### config.mk
export PLATFORM = sky130hd
export DESIGN_NAME = uart_rx_byte
export DESIGN_NICKNAME = d
export VERILOG_FILES = /design/src/rtl/uart_pkg.sv /design/src/rtl/sync_2ff.sv /design/src/rtl/uart_rx_byte.sv
export SDC_FILE = /design/constraint.sdc
export NUM_CORES = 1
export LEC_CHECK = 0
export BUFFER_PORTS_ARGS = -buffer_cell sky130_fd_sc_hd__buf_2
export CAP_MARGIN = 20
export CORE_MARGIN = 2
export CORE_UTILIZATION = 40
export DETAILED_ROUTE_END_ITERATION = 10
export PLACE_DENSITY = 0.57
export SLEW_MARGIN = 20
export SYNTH_ARGS = -nofsm -noshare
export SYNTH_HDL_FRONTEND = slang
export SYNTH_SLANG_ARGS = --single-unit
### constraint.sdc
create_clock -name clk -period 6.1 [get_ports clk]
set_clock_uncertainty 0.15 [all_clocks]
set_input_delay 0.915 -clock clk [delete_from_list [all_inputs] [get_ports clk]]
set_output_delay 0.915 -clock clk [all_outputs]
set_load 0.1 [all_outputs]
### src/rtl/uart_pkg.sv
// Shared types and defaults for the UART receive path.
package uart_pkg;

  typedef enum logic [2:0] {
    IDLE    = 3'd0,
    START   = 3'd1,
    DATA    = 3'd2,
    PARITY  = 3'd3,
    STOP    = 3'd4,
    CLEANUP = 3'd5
  } rx_state_t;

  localparam int UART_DEFAULT_CLKS_PER_BIT = 434;

endpackage

### src/rtl/sync_2ff.sv
// Two-flop synchroniser for asynchronous inputs, with a configurable reset value.
module sync_2ff #(
  parameter int               WIDTH   = 1,
  parameter logic [WIDTH-1:0] RST_VAL = '0
) (
  input  logic             i_clk,
  input  logic             i_rst_n,
  input  logic [WIDTH-1:0] i_d,
  output logic [WIDTH-1:0] o_q
);

  logic [WIDTH-1:0] r_meta;
  logic [WIDTH-1:0] r_sync;

  always_ff @(posedge i_clk or negedge i_rst_n) begin
    if (!i_rst_n) begin
      r_meta <= RST_VAL;
      r_sync <= RST_VAL;
    end else begin
      r_meta <= i_d;
      r_sync <= r_meta;
    end
  end

  assign o_q = r_sync;

endmodule

### src/rtl/uart_rx_byte.sv
// UART byte receiver with mid-bit sampling; 8N1 by default, 8E1/8O1 when
// UART_RX_PARITY_EN is defined.
module uart_rx_byte
  import uart_pkg::*;
#(
  parameter int CLKS_PER_BIT = UART_DEFAULT_CLKS_PER_BIT,
  parameter int PARITY_ODD   = 0
) (
  input  logic       clk,
  input  logic       rst,
  input  logic       i_RX_Serial,
  output logic       o_RX_DV,
  output logic [7:0] o_RX_Byte,
  output logic       o_RX_Active,
  output logic       o_Frame_Err,
  output logic       o_Parity_Err
);

  localparam int              CNT_W    = (CLKS_PER_BIT > 1) ? $clog2(CLKS_PER_BIT) : 1;
  localparam logic [CNT_W-1:0] CNT_MID  = CNT_W'((CLKS_PER_BIT - 1) / 2);
  localparam logic [CNT_W-1:0] CNT_LAST = CNT_W'(CLKS_PER_BIT - 1);

  logic             w_rx_s;
  rx_state_t        r_state;
  rx_state_t        w_state_nxt;
  logic [CNT_W-1:0] r_clk_cnt;
  logic [2:0]       r_idx;
  logic [7:0]       r_shift;
  logic             w_mid;
  logic             w_bit_end;
  logic             w_par_err;
  logic             r_dv;
  logic [7:0]       r_byte;
  logic             r_frame_err;

  sync_2ff #(
    .WIDTH  (1),
    .RST_VAL(1'b1)
  ) u_sync_rx (
    .i_clk  (clk),
    .i_rst_n(rst),
    .i_d    (i_RX_Serial),
    .o_q    (w_rx_s)
  );

  assign w_mid     = (r_clk_cnt == CNT_MID);
  assign w_bit_end = (r_clk_cnt == CNT_LAST);

  always_ff @(posedge clk or negedge rst) begin
    if (!rst) begin
      r_state <= IDLE;
    end else begin
      r_state <= w_state_nxt;
    end
  end

  always_comb begin
    w_state_nxt = r_state;
    case (r_state)
      IDLE:    if (!w_rx_s) w_state_nxt = START;
      START:   if (w_mid) w_state_nxt = w_rx_s ? IDLE : DATA;
      DATA: begin
        if (w_bit_end && (r_idx == 3'd7)) begin
`ifdef UART_RX_PARITY_EN
          w_state_nxt = PARITY;
`else
          w_state_nxt = STOP;
`endif
        end
      end
`ifdef UART_RX_PARITY_EN
      PARITY:  if (w_bit_end) w_state_nxt = STOP;
`endif
      STOP:    if (w_bit_end) w_state_nxt = CLEANUP;
      CLEANUP: if (w_rx_s) w_state_nxt = IDLE;
      default: w_state_nxt = IDLE;
    endcase
  end

  // Bit timing: the counter restarts on every state change and every bit boundary.
  always_ff @(posedge clk or negedge rst) begin
    if (!rst) begin
      r_clk_cnt <= '0;
      r_idx     <= 3'd0;
    end else begin
      if ((w_state_nxt != r_state) || w_bit_end ||
          (r_state == IDLE) || (r_state == CLEANUP)) begin
        r_clk_cnt <= '0;
      end else begin
        r_clk_cnt <= r_clk_cnt + 1'b1;
      end

      if (r_state != DATA) begin
        r_idx <= 3'd0;
      end else if (w_bit_end) begin
        r_idx <= r_idx + 3'd1;
      end
    end
  end

  always_ff @(posedge clk) begin
    if ((r_state == DATA) && w_bit_end) begin
      r_shift[r_idx] <= w_rx_s;
    end
  end

`ifdef UART_RX_PARITY_EN
  logic r_par_err;
  logic r_par_strb;

  always_ff @(posedge clk or negedge rst) begin
    if (!rst) begin
      r_par_err <= 1'b0;
    end else if ((r_state == PARITY) && w_bit_end) begin
      r_par_err <= (^r_shift) ^ w_rx_s ^ PARITY_ODD[0];
    end
  end

  always_ff @(posedge clk or negedge rst) begin
    if (!rst) begin
      r_par_strb <= 1'b0;
    end else begin
      r_par_strb <= (r_state == STOP) && w_bit_end && w_rx_s && r_par_err;
    end
  end

  assign w_par_err    = r_par_err;
  assign o_Parity_Err = r_par_strb;
`else
  // The AND with 0 keeps PARITY_ODD referenced in the 8N1 build.
  assign w_par_err    = PARITY_ODD[0] & 1'b0;
  assign o_Parity_Err = 1'b0;
`endif

  // Frame outcome: stop sample decides exactly one strobe, visible the next cycle.
  always_ff @(posedge clk or negedge rst) begin
    if (!rst) begin
      r_dv        <= 1'b0;
      r_frame_err <= 1'b0;
      r_byte      <= 8'h00;
    end else begin
      r_dv        <= 1'b0;
      r_frame_err <= 1'b0;
      if ((r_state == STOP) && w_bit_end) begin
        if (!w_rx_s) begin
          r_frame_err <= 1'b1;
        end else if (!w_par_err) begin
          r_dv   <= 1'b1;
          r_byte <= r_shift;
        end
      end
    end
  end

  assign o_RX_DV     = r_dv;
  assign o_RX_Byte   = r_byte;
  assign o_Frame_Err = r_frame_err;
  assign o_RX_Active = (r_state != IDLE);

endmodule

Word level (Yosys, flattened, before mapping)
Cells that the tools add are included.
{"block": "op_classes", "addsub": 2, "magnitude_cmp": 2, "eq_ne": 9, "n_mux": 17, "reduce_logical": 11}
{"operator": "two-way mux 3 bit", "count": 7}
{"operator": "case mux 3 bit (5 select lines)", "count": 1}
{"operator": "adder 9 x 1 -> 9 bit, second input constant", "count": 1}
{"operator": "== test 3 bit, second input constant", "count": 3}
{"operator": "== test 9 x 8 -> 1 bit, second input constant", "count": 1}
{"operator": "== test 9 bit, second input constant", "count": 1}
{"operator": "two-way mux 9 bit", "count": 1}
{"operator": "bitwise mux 8 bit", "count": 1}
{"operator": "two-way mux 1 bit", "count": 5}
{"operator": "logical AND 1 bit", "count": 4}
{"operator": "< comparator 3 x 4 -> 1 bit, second input constant", "count": 1}
{"operator": "adder 3 x 1 -> 3 bit, second input constant", "count": 1}
{"operator": "demux 1 bit (select 3 bit)", "count": 1}
{"operator": "== test 3 x 1 -> 1 bit, second input constant", "count": 1}
{"operator": "== test 3 x 2 -> 1 bit, second input constant", "count": 1}
{"operator": ">= comparator 3 x 1 -> 1 bit, second input constant", "count": 1}
{"operator": "zero test 3 bit", "count": 1}
{"operator": "logical OR 1 bit", "count": 3}
{"operator": "inequality test 3 x 2 -> 1 bit, second input constant", "count": 1}
{"operator": "inequality test 3 bit", "count": 1}
{"operator": "nonzero test 3 bit", "count": 1}
{"operator": "two-way mux 2 bit", "count": 1}
{"operator": "AND reduction 2 bit", "count": 1}
{"operator": "nonzero test 2 bit", "count": 1}
{"block": "word_totals", "regBits": 35, "inputBits": 3, "out_inout_bits": 12, "wordCells": 50}

Longest topological paths before layout
{"block": "depth", "word_depth": 9, "depth_mapped": 7, "mapped_depth_nobuf": 6}

Cells and area by module
A second synthesis with hierarchy kept.
{"block": "unflattened", "hier_cells": 137, "area_unflattened_um2": 1624.1}
{"mod": "uart_rx_byte", "n_inst": 1, "cells_each": 135, "area_each_um2": 1571.5, "seq_area_each_um2": 865.8}
{"mod": "sync_2ff", "n_inst": 1, "cells_each": 2, "area_each_um2": 52.6, "seq_area_each_um2": 52.6}

Worst setup path after synthesis
No wires, ideal clock.
{"block": "synth_timing", "path_type": "reg-to-output", "start": "register r_state[2]", "end": "output port o_RX_Active", "t_arrival_ns": 1.399, "t_required_ns": 5.035, "setup_slack_ns": 3.636, "path_stages_with_launch": 3, "path_buffers": 1, "cell_sequence": "dfrtp_1 -> clkbuf_1 -> or3_1"}
{"block": "synth_between", "elab_chain_len": 1}
{"element": "start, declared", "line": "uart_rx_byte.sv:24", "rtl": "rx_state_t r_state;"}
{"element": "start signal, assigned", "line": "uart_rx_byte.sv:53", "rtl": "r_state <= w_state_nxt;"}
{"element": "nonzero test 3 bit", "line": "uart_rx_byte.sv:158", "rtl": "assign o_RX_Active = (r_state != IDLE);"}
{"element": "end, declared", "line": "uart_rx_byte.sv:14", "rtl": "output logic o_RX_Active,"}
No other way between the ends.

Worst setup path after layout
Ends and elaborated chain as after synthesis.

==> run summary <==
synth top area cells: dfrtp_1 (38%), edfxtp_1 (14%), mux2_2 (6.1%)
critical path launch point type: flip-flop
WP data required: 5.03 ns
most frequent cells in the layout: dfrtp_1 (25), nand2_1 (14), nor2_1 (14)
DRC viols: 0
Setup crit end: o_RX_Active
worst skew pair latency: 0.29 ns
GR peak layer: met2
flop and latch count out of synthesis: 35
largest net degree at the start of global routing: 28
Final Max Tran Viols: 0
Tot Pwr: 0.000414 W
Hold Crit Class: flip-flop to flip-flop
Synth warnings: 0
Mean Syn Cell Area: 11.0 µm²
M2 GR Usage: 23.4%
Max Cap Viol: 0
hold path startpoint: u_sync_rx.r_meta$_DFF_PN1_
Wirelength per Cell: 13.1 µm
met3 Use GR: 4.06%
most common cell after layout, fill and taps aside: dfrtp_1
hold_buf cts: 0
Tot GR Track Use: 14.2%
Register-to-Register Path Depth: 6
first-pass GRT wire length: 4.75 mm
CTS Root Cell: clkbuf_8
initial antenna violation count: 0
Final Wtd Congestion: 0.799
Final Util: 45.9%
met1 GRT Util: 16.6%
Hold WS: 0.209 ns
PwrDens: 225 mW/mm²
post-route clock period utilization: 41.8%
Gates resized, CTS repair: 0
CP Class: flip-flop to output pin
Leak: 0.766 nW
Die ar.: 0.00470 mm²
Ports: 15
Layout fillers: 388
RR Endpoint: r_shift[1]$_DFFE_PP_
core area: 0.00400 mm²
Die H: 68.5 µm
antenna viol nets, final: 0
TritonRoute pass-1 iters: 4
Reg-to-Reg Start: r_clk_cnt[1]$_DFF_PN0_
clock sinks: 35
critical path fanouts, max: 14
layout cells sized above 1: 22.2%
Worst setup EP type: output pin
via count: 1096
final instance area: 0.00184 mm²
Mapped Area: 0.00167 mm²
Max clock buf depth: 2
Clock transition at path regs: 0.07 ns
vias per std cell: 5.17
setup_tns: 0 ns
post-synthesis sequential area ratio: 55.1%
antenna fix cells: 0
net count after synthesis: 159
Post-Synthesis Cells: 151
RSZ-0062 raised after global routing: false
Setup violations, final: 0
vias in the first global route: 1060
Synth area leader: dfrtp_1
post-layout min period: 2.55 ns
starting density of the core: 41.6%
CTS buffer count: 5
Final Hold Vio Count: 0
Starting DRT DRC Count: 51
Worst-Margin Slew: 0.906 ns
Worst EP arrival: 1.48 ns
area post-placement: 0.00175 mm²
Yosys top cell area share: 37.6%
Peak VDD IR: 0.000121 V
flop-to-flop setup slack: 3.70 ns
FP Rows: 23
TritonCTS clock tree: built
Netlist cell types: 38
Die X: 68.5 µm
post-DP HPWL: 1.98 mm
Fmax: 0.393 GHz
wirelength, routed: 2.77 mm
NumNets Final: 169
IO buf count: 13
H-tree Lvls: 2
grt ovf: 0
Area Growth Syn to Fin: 10.2%
Slew HR: 39.1%
Setup crit start: r_state[2]$_DFF_PN0_
Post-CTS Setup Repair Bufs: 0
status: finished, final reports clean
==> stage by stage <==
| step | cells | setup slack (ns) |
|---|---|---|
| after CTS | 212 | 3.54 |
| after global placement | 204 | 3.76 |
| after detailed placement | 204 | 3.69 |
| after global routing | 212 | 3.47 |
| after floorplan | 151 | 3.64 |
| final | 212 | 3.55 |
==> synth_stat cells (all sizes together) <==
library cell and number:
nor3 11, o311ai 1, nor4bb 1, a211oi 2, clkbuf 6, ha 5, inv 4, conb 1
nand2 14, nand4b 2, edfxtp 8, a21oi 5, nand4bb 1, xor2 2, o21ai 2, or3b 1
nor2 14, or3 3, nor4 2, a21o 1, nand4 3, o41a 1, nand2b 5, and2 1
xnor2 6, nor3b 2, dfstp 2, nand3 4, and4b 1, dfrtp 25, or4 1, mux2 9
buf 4, nand3b 1
==> final cells by class <==
cell class,instances,area (µm²),share of cell area [%]
Inverter,4,15.0,0.818
Timing Repair Buffer,13,65.1,3.54
Multi-Input combinational cell,102,686,37.4
Tap cell,50,62.6,3.41
Clock buffer,5,68.8,3.75
Sequential cell,35,918,50.0
Clock inverter,3,20.0,1.09
==> layer usage <==
metal | vias to the layer above | wire length, µm
met5 | - | 0
met4 | 0 | 57
met3 | 7 | 102
met2 | 21 | 1370
met1 | 525 | 1230
li1 | 543 | -
==> worst max-delay path: stages (launching register included) <==
cell     delay (ns)
dfrtp_1        0.53
or3_1          0.37
buf_2          0.30
==> registers in the layout, indices dropped and copies added, names as in the netlist <==
name	count
r_shift	8
o_RX_DV	1
r_clk_cnt	9
r_idx	3
u_sync_rx.o_q	1
o_Frame_Err	1
u_sync_rx.r_meta	1
r_state	3
o_RX_Byte	8
==> kinds of logic (layout without fill, tap and decap cells) <==
kind of cell    Yosys count  after routing  share of synthesized area, %
simple gates             67             67                          22.2
xor+xnor                  8              8                          4.21
flops                    35             35                          55.1
other cells               1              1                         0.225
fa+ha+maj                 5              5                          3.76
mux                       9              9                          6.09
buf+inv                  14             25                          3.68
compound gates           12             12                          4.66
==> report_power, final <==
group | leakage, nW | switching, W | internal [W]
Sequential | 0.427 | 0.00000137 | 0.000241
Clock | 0.0402 | 0.0000851 | 0.0000793
Combinational | 0.298 | 0.00000656 | 0.000000726
==> worst min path at each step <==
stage	end	slack, ns	depth (start not counted)
6_report	u_sync_rx.o_q$_DFF_PN1_	0.21	0
5_1_grt	u_sync_rx.o_q$_DFF_PN1_	0.21	0
4_1_cts	u_sync_rx.o_q$_DFF_PN1_	0.21	0
3_5_place_dp	u_sync_rx.o_q$_DFF_PN1_	0.20	0
3_3_place_gp	u_sync_rx.o_q$_DFF_PN1_	0.20	0
2_1_floorplan	u_sync_rx.o_q$_DFF_PN1_	0.20	0
(Power assumes the default switching activity.)
